`config.mk`:
```
export PLATFORM = sky130hd
export DESIGN_NAME = hpdcache_mem_read_bridge
export DESIGN_NICKNAME = d
export VERILOG_FILES = /design/src/rtl/hpdcache_mem_read_bridge.sv
export SDC_FILE = /design/constraint.sdc
export NUM_CORES = 2
export LEC_CHECK = 0
export ABC_CLOCK_PERIOD_IN_PS = 14600
export BUFFER_PORTS_ARGS = -buffer_cell sky130_fd_sc_hd__buf_2
export CAP_MARGIN = 20
export CELL_PAD_IN_SITES_DETAIL_PLACEMENT = 0
export CELL_PAD_IN_SITES_GLOBAL_PLACEMENT = 1
export CORE_ASPECT_RATIO = 0.9
export CORE_UTILIZATION = 26
export DETAILED_ROUTE_END_ITERATION = 6
export HOLD_SLACK_MARGIN = 0.02
export PLACE_DENSITY_LB_ADDON = 0.25
export SKIP_CTS_REPAIR_TIMING = 1
export SLEW_MARGIN = 20
export SYNTH_ARGS = -nofsm -noshare
export SYNTH_HDL_FRONTEND = slang
export SYNTH_SLANG_ARGS = --single-unit
```
`constraint.sdc`:
```
create_clock -name clk_i -period 14.6 [get_ports clk_i]
set_clock_uncertainty 0.15 [all_clocks]
set_input_delay 1.46 -clock clk_i [delete_from_list [all_inputs] [get_ports clk_i]]
set_output_delay 1.46 -clock clk_i [all_outputs]
set_load 0.05 [all_outputs]
```
`src/rtl/hpdcache_mem_read_bridge.sv`:
```
// hpdcache_mem_read_bridge
//
// Credit-based bridge on the HPDcache read channel. Read requests pass
// straight through to the memory interconnect, but only while a response
// slot can be guaranteed for them: the number of in-flight requests plus
// the number of buffered responses never exceeds the response buffer depth.
// Because of that, memory responses are always accepted (no backpressure
// toward the interconnect) and are replayed to the cache in arrival order.
//
// Ports
//   clk_i, rst_i                  clock, synchronous active-high reset
//   cache_req_*                   read request from the cache (valid/ready, addr, id)
//   mem_req_*                     read request toward memory (valid/ready, addr, id)
//   mem_rsp_*                     response from memory (valid/ready, data, id, error)
//   cache_rsp_*                   buffered response toward the cache
//   inflight_o                    number of issued requests still awaiting a response
//   err_unexpected_o              sticky: a response arrived with nothing in flight

module hpdcache_mem_read_bridge #(
    parameter int MaxOutstanding = 4,
    parameter int RspFifoDepth   = 4,
    parameter int AddrWidth      = 56,
    parameter int IdWidth        = 7,
    parameter int DataWidth      = 512
) (
    input  logic                                clk_i,
    input  logic                                rst_i,

    input  logic                                cache_req_valid_i,
    output logic                                cache_req_ready_o,
    input  logic [AddrWidth-1:0]                cache_req_addr_i,
    input  logic [IdWidth-1:0]                  cache_req_id_i,

    output logic                                mem_req_valid_o,
    input  logic                                mem_req_ready_i,
    output logic [AddrWidth-1:0]                mem_req_addr_o,
    output logic [IdWidth-1:0]                  mem_req_id_o,

    input  logic                                mem_rsp_valid_i,
    output logic                                mem_rsp_ready_o,
    input  logic [DataWidth-1:0]                mem_rsp_data_i,
    input  logic [IdWidth-1:0]                  mem_rsp_id_i,
    input  logic                                mem_rsp_error_i,

    output logic                                cache_rsp_valid_o,
    input  logic                                cache_rsp_ready_i,
    output logic [DataWidth-1:0]                cache_rsp_data_o,
    output logic [IdWidth-1:0]                  cache_rsp_id_o,
    output logic                                cache_rsp_error_o,

    output logic [$clog2(MaxOutstanding+1)-1:0] inflight_o,
    output logic                                err_unexpected_o
);

    localparam int IW = $clog2(MaxOutstanding + 1);
    localparam int CW = $clog2(RspFifoDepth + 1);
    localparam int PW = (RspFifoDepth > 1) ? $clog2(RspFifoDepth) : 1;
    // One extra bit so inflight + count cannot wrap.
    localparam int SW = ((IW > CW) ? IW : CW) + 1;
    localparam int EW = DataWidth + IdWidth + 1;

    logic [IW-1:0] inflight;
    logic [CW-1:0] count;
    logic [PW-1:0] wptr;
    logic [PW-1:0] rptr;
    logic          err_unexpected;
    logic [EW-1:0] storage [RspFifoDepth];

    logic [SW-1:0] credit_used;
    logic          can_issue;
    logic          issue;
    logic          rsp_fire;
    logic          push;
    logic          pop;
    logic [EW-1:0] head;

    // Pointers wrap explicitly so non-power-of-two depths work.
    function automatic logic [PW-1:0] ptr_next(input logic [PW-1:0] p);
        return (p == PW'(RspFifoDepth - 1)) ? '0 : p + PW'(1);
    endfunction

    assign credit_used = SW'(inflight) + SW'(count);
    assign can_issue   = (inflight < IW'(MaxOutstanding)) &&
                         (credit_used < SW'(RspFifoDepth));

    // Request path is a pure pass-through gated by credit; reset gating keeps
    // the handshakes quiet while rst_i is held.
    assign mem_req_valid_o   = cache_req_valid_i & can_issue & ~rst_i;
    assign cache_req_ready_o = mem_req_ready_i & can_issue & ~rst_i;
    assign mem_req_addr_o    = cache_req_addr_i;
    assign mem_req_id_o      = cache_req_id_i;
    assign issue             = mem_req_valid_o & mem_req_ready_i;

    // Buffer space is reserved at issue time, so responses are never stalled.
    assign mem_rsp_ready_o = ~rst_i;
    assign rsp_fire        = mem_rsp_valid_i & mem_rsp_ready_o;
    assign push            = rsp_fire & (inflight != '0);

    assign cache_rsp_valid_o = (count != '0);
    assign pop               = cache_rsp_valid_o & cache_rsp_ready_i;

    // Storage is not reset; an empty buffer presents zeros instead of stale/X data.
    assign head              = cache_rsp_valid_o ? storage[rptr] : '0;
    assign cache_rsp_error_o = head[EW-1];
    assign cache_rsp_id_o    = head[DataWidth +: IdWidth];
    assign cache_rsp_data_o  = head[DataWidth-1:0];

    assign inflight_o       = inflight;
    assign err_unexpected_o = err_unexpected;

    always_ff @(posedge clk_i) begin
        if (rst_i) begin
            inflight       <= '0;
            count          <= '0;
            wptr           <= '0;
            rptr           <= '0;
            err_unexpected <= 1'b0;
        end else begin
            case ({issue, push})
                2'b10:   inflight <= inflight + IW'(1);
                2'b01:   inflight <= inflight - IW'(1);
                default: inflight <= inflight;
            endcase

            case ({push, pop})
                2'b10:   count <= count + CW'(1);
                2'b01:   count <= count - CW'(1);
                default: count <= count;
            endcase

            if (push) begin
                wptr <= ptr_next(wptr);
            end
            if (pop) begin
                rptr <= ptr_next(rptr);
            end

            // A response with nothing outstanding is dropped and flagged.
            if (rsp_fire && (inflight == '0)) begin
                err_unexpected <= 1'b1;
            end
        end
    end

    always_ff @(posedge clk_i) begin
        if (push) begin
            storage[wptr] <= {mem_rsp_error_i, mem_rsp_id_i, mem_rsp_data_i};
        end
    end

endmodule

```
==> load_flow_metrics.sql <==
INSERT INTO impl_metrics (metric_group, metric, value, unit) VALUES
('drt', 'drt-pass1-iter-count', '7', ''),
('setup_path', 'crit_required', '12.99', 'ns'),
('timing', 'timing.max_slew.rel_slack', '28.8', '%'),
('placement', 'placement.setup.worst_slack', '8.59', 'ns'),
('hold_path', 'hp-start', 'err_unexpected_o', ''),
('finish', 'post_route_cells_drive_above_1_share', '41.3', '%'),
('floorplan', 'die_area', '0.311', 'mm²'),
('synth', 'synth_sequential_area_ratio', '78.2', '%'),
('drt', 'routed-via-count', '38408', ''),
('finish', 'areaGrowthSynthToFinish', '20.2', '%'),
('power_and_ir_drop', 'pwr_density_cell', '142', 'mW/mm²'),
('global_routing', 'grt_pass1_vias', '40302', ''),
('clocking', 'tritoncts.num_buffers', '229', ''),
('floorplan', 'io_pins', '1180', ''),
('setup_path', 'cp_max_fo', '123', ''),
('synth', 'synth.ff_latch_count', '2093', ''),
('hold_path', 'min-delay-path-class', 'reg -> reg', ''),
('finish', 'regArea', '0.0627', 'mm²'),
('timing', 'final.min_clock_period', '6.74', 'ns'),
('drt', 'detail_route.wirelength', '219000', 'µm'),
('setup_path', 'critical_path_arrival', '5.13', 'ns'),
('timing', 'maxSlewViolCount', '0', ''),
('floorplan', 'floorplan.initialDensity', '26.1', '%'),
('power_and_ir_drop', 'vdd.ir_drop.worst', '0.0000972', 'V'),
('drt', 'drc_errors', '0', ''),
('drt', 'detail_route.wl_per_cell', '24.7', 'µm'),
('timing', 'finalHoldWorstSlack', '0.326', 'ns'),
('timing', 'fin_ws', '7.86', 'ns'),
('setup_path', 'path_class', 'reg -> out', ''),
('clocking', 'cts-root-to-sink-buffers', '4', ''),
('drt', 'drt.antenna.violating_nets', '0', ''),
('timing', 'achievable-frequency', '148', 'MHz'),
('synth', 'synth.cell_area', '0.0802', 'mm²'),
('timing', 'setup_viol_count_final', '0', ''),
('finish', 'finish.net_count', '5139', ''),
('clocking', 'cts-root-buf', 'clkbuf_16', ''),
('power_and_ir_drop', 'p_total', '0.0137', 'W'),
('clocking', 'cts.clk_slew.worst_paths', '0.06', 'ns'),
('clocking', 'tritoncts', 'done', ''),
('placement', 'finalWeightedCongestion', '0.754', ''),
('synth', 'postSynthCellCount', '3438', ''),
('placement', 'port_buffers', '1053', ''),
('timing', 'unrepaired_setup_endpoints_after_global_routing', 'false', ''),
('floorplan', 'fp-row-count', '193', ''),
('synth', 'postSynthNetCount', '4038', ''),
('timing', 'layout_worst_path_cycle_share', '46.2', '%'),
('floorplan', 'core_region_area', '0.307', 'mm²'),
('floorplan', 'die-width', '588', 'µm'),
('global_routing', 'grt_start_max_net_pins', '167', ''),
('clocking', 'cts_sinks', '2093', ''),
('global_routing', 'track_usage', '13.6', '%'),
('timing', 'tightestPinTransition', '1.07', 'ns'),
('job', 'max_capacitance_violation_count', '0', ''),
('global_routing', 'grt_pass1_wl', '307000', 'µm'),
('drt', 'initialDrtViolationCount', '2433', ''),
('timing', 'finalHoldViolations', '0', ''),
('clocking', 'source_to_sink_clock_delay_at_the_later_pin_of_the_worst_skew_pair', '0.89', 'ns'),
('power_and_ir_drop', 'cellLeakagePower', '32.0', 'nW'),
('setup_path', 'end_kind', 'output port', ''),
('synth', 'synthDistinctLibCells', '27', ''),
('synth', 'syn_avg_cell_area', '23.3', 'µm²'),
('global_routing', 'global_route.overflow_total', '0', ''),
('finish', 'multi_input_comb_area', '0.0154', 'mm²'),
('clocking', 'ctsHtreeMaxLevel', '4', ''),
('setup_path', 'crit_path_start_kind', 'register', ''),
('global_routing', 'antenna_found_initial', '151', ''),
('synth', 'ys.warnings.count', '0', ''),
('floorplan', 'die_h', '529', 'µm'),
('setup_path', 'regToRegStartpoint', 'inflight_o[2]', ''),
('finish', 'final.fill_count', '29790', ''),
('drt', 'vias_per_cell', '4.34', ''),
('run_status', 'status', 'finished, final reports clean', ''),
('placement', 'detailedPlacementHpwl', '140000', 'µm');
==> synthesized netlist by cell type (all sizes together) <==
cell type  count  area, µm²
edfxtp      2080      62500
and2         523       3270
mux4         520      11700
buf          173       1860
clkbuf        65        244
dfxtp         13        260
inv           10       37.5
ha             9        113
nor2           9       33.8
a21oi          5       25.0
and3           4       25.0
or3            4       25.0
xor2           4       35.0
nand3          3       15.0
o21ai          3       15.0
fa             2       40.0
nand2          2       7.51
nor3           2       10.0
o31ai          2       15.0
a311oi         1       8.76
mux2i          1       10.0
nor2b          1       6.26
o31a           1       8.76
or4            1       7.51
==> final timing paths <==
path                            cells after the start  slack [ns]                     to
worst min register to register                      2        0.33       err_unexpected_o
worst max-delay path                                6        7.86  cache_rsp_data_o[170]
worst min-delay path                                2        0.33       err_unexpected_o
worst max register to register                      5       10.24        storage[0][109]
==> layer usage <==
metal	wire length (µm)	global-route usage, %	share of wire, %	vias up
met5	759	0	0.35	-
met4	7340	4.44	3.4	120
met3	19700	5.28	9.0	561
met2	104000	22.2	47	1321
met1	87300	16.5	40	20104
li1	-	-	-	16302
==> layout make-up <==
| type | instances | area share (%) |
|---|---|---|
| tap | 4095 | 5.31 |
| sequential | 2093 | 65.0 |
| clock inverter | 130 | 1.31 |
| clock buffer | 282 | 6.17 |
| antenna | 29 | 0.0752 |
| inverter | 10 | 0.0389 |
| timing repair buffer | 1108 | 6.09 |
| multi-input combinational | 1097 | 16.0 |
==> power by group <==
group / internal (W) / switching (W) / total, W
clock network: 0.00321 / 0.00238 / 0.00559
logic: 0.000406 / 0.00101 / 0.00141
registers: 0.00666 / 0.0000185 / 0.00668
==> flip-flops by register name, indices dropped and copies added, names as in the netlist, named ones only <==
signal            count
storage            2080
err_unexpected_o      1
count                 3
rptr                  2
inflight_o            3
wptr                  2
==> cells in the final DEF (no fill, tap or decap), drive strengths merged, types with 3 or more instances in the layout <==
| master | Yosys | layout |
|---|---|---|
| bufinv | 0 | 18 |
| clkinv | 0 | 94 |
| dfxtp | 13 | 13 |
| a21oi | 5 | 5 |
| xor2 | 4 | 4 |
| nor2 | 9 | 9 |
| and3 | 4 | 4 |
| clkbuf | 65 | 282 |
| nand3 | 3 | 3 |
| diode | 0 | 29 |
| or3 | 4 | 4 |
| and2 | 523 | 523 |
| ha | 9 | 9 |
| buf | 173 | 1108 |
| clkinvlp | 0 | 9 |
| o21ai | 3 | 3 |
| edfxtp | 2080 | 2080 |
| inv | 10 | 19 |
| mux4 | 520 | 520 |
==> cells by family (layout without fill, tap and decap cells) <==
logic type / Yosys count / after routing / synth area share (%)
adders and majority gates: 11 / 11 / 0.190
muxes: 521 / 521 / 14.6
AOI/OAI and AO/OA: 12 / 12 / 0.0904
xor gates and xnor gates: 4 / 4 / 0.0437
DFF: 2093 / 2093 / 78.2
buffers and inverters: 248 / 1530 / 2.67
other: 0 / 29 / 0
and+or+nand+nor: 549 / 549 / 4.24
==> critical path, cell delays in order, from the launching register on <==
cell     delay (ns)
dfxtp_4        0.93
buf_4          0.79
buf_4          0.67
buf_12         0.55
mux4_2         0.48
and2_1         0.21
buf_2          0.21
==> through the flow <==
step / setup TNS (ns) / util (%) / std cells / area, µm²
2_1_floorplan: -45.34 / - / 3438 / 80200
3_3_place_gp: 0 / 29.0 / 8403 / 89200
3_5_place_dp: 0 / 29.0 / 8403 / 89200
4_1_cts: 0 / 31.4 / 8815 / 96400
5_1_grt: 0 / 31.4 / 8824 / 96400
6_report: 0 / 31.4 / 8844 / 96500
Note: power is estimated with default switching activity, not from simulation.
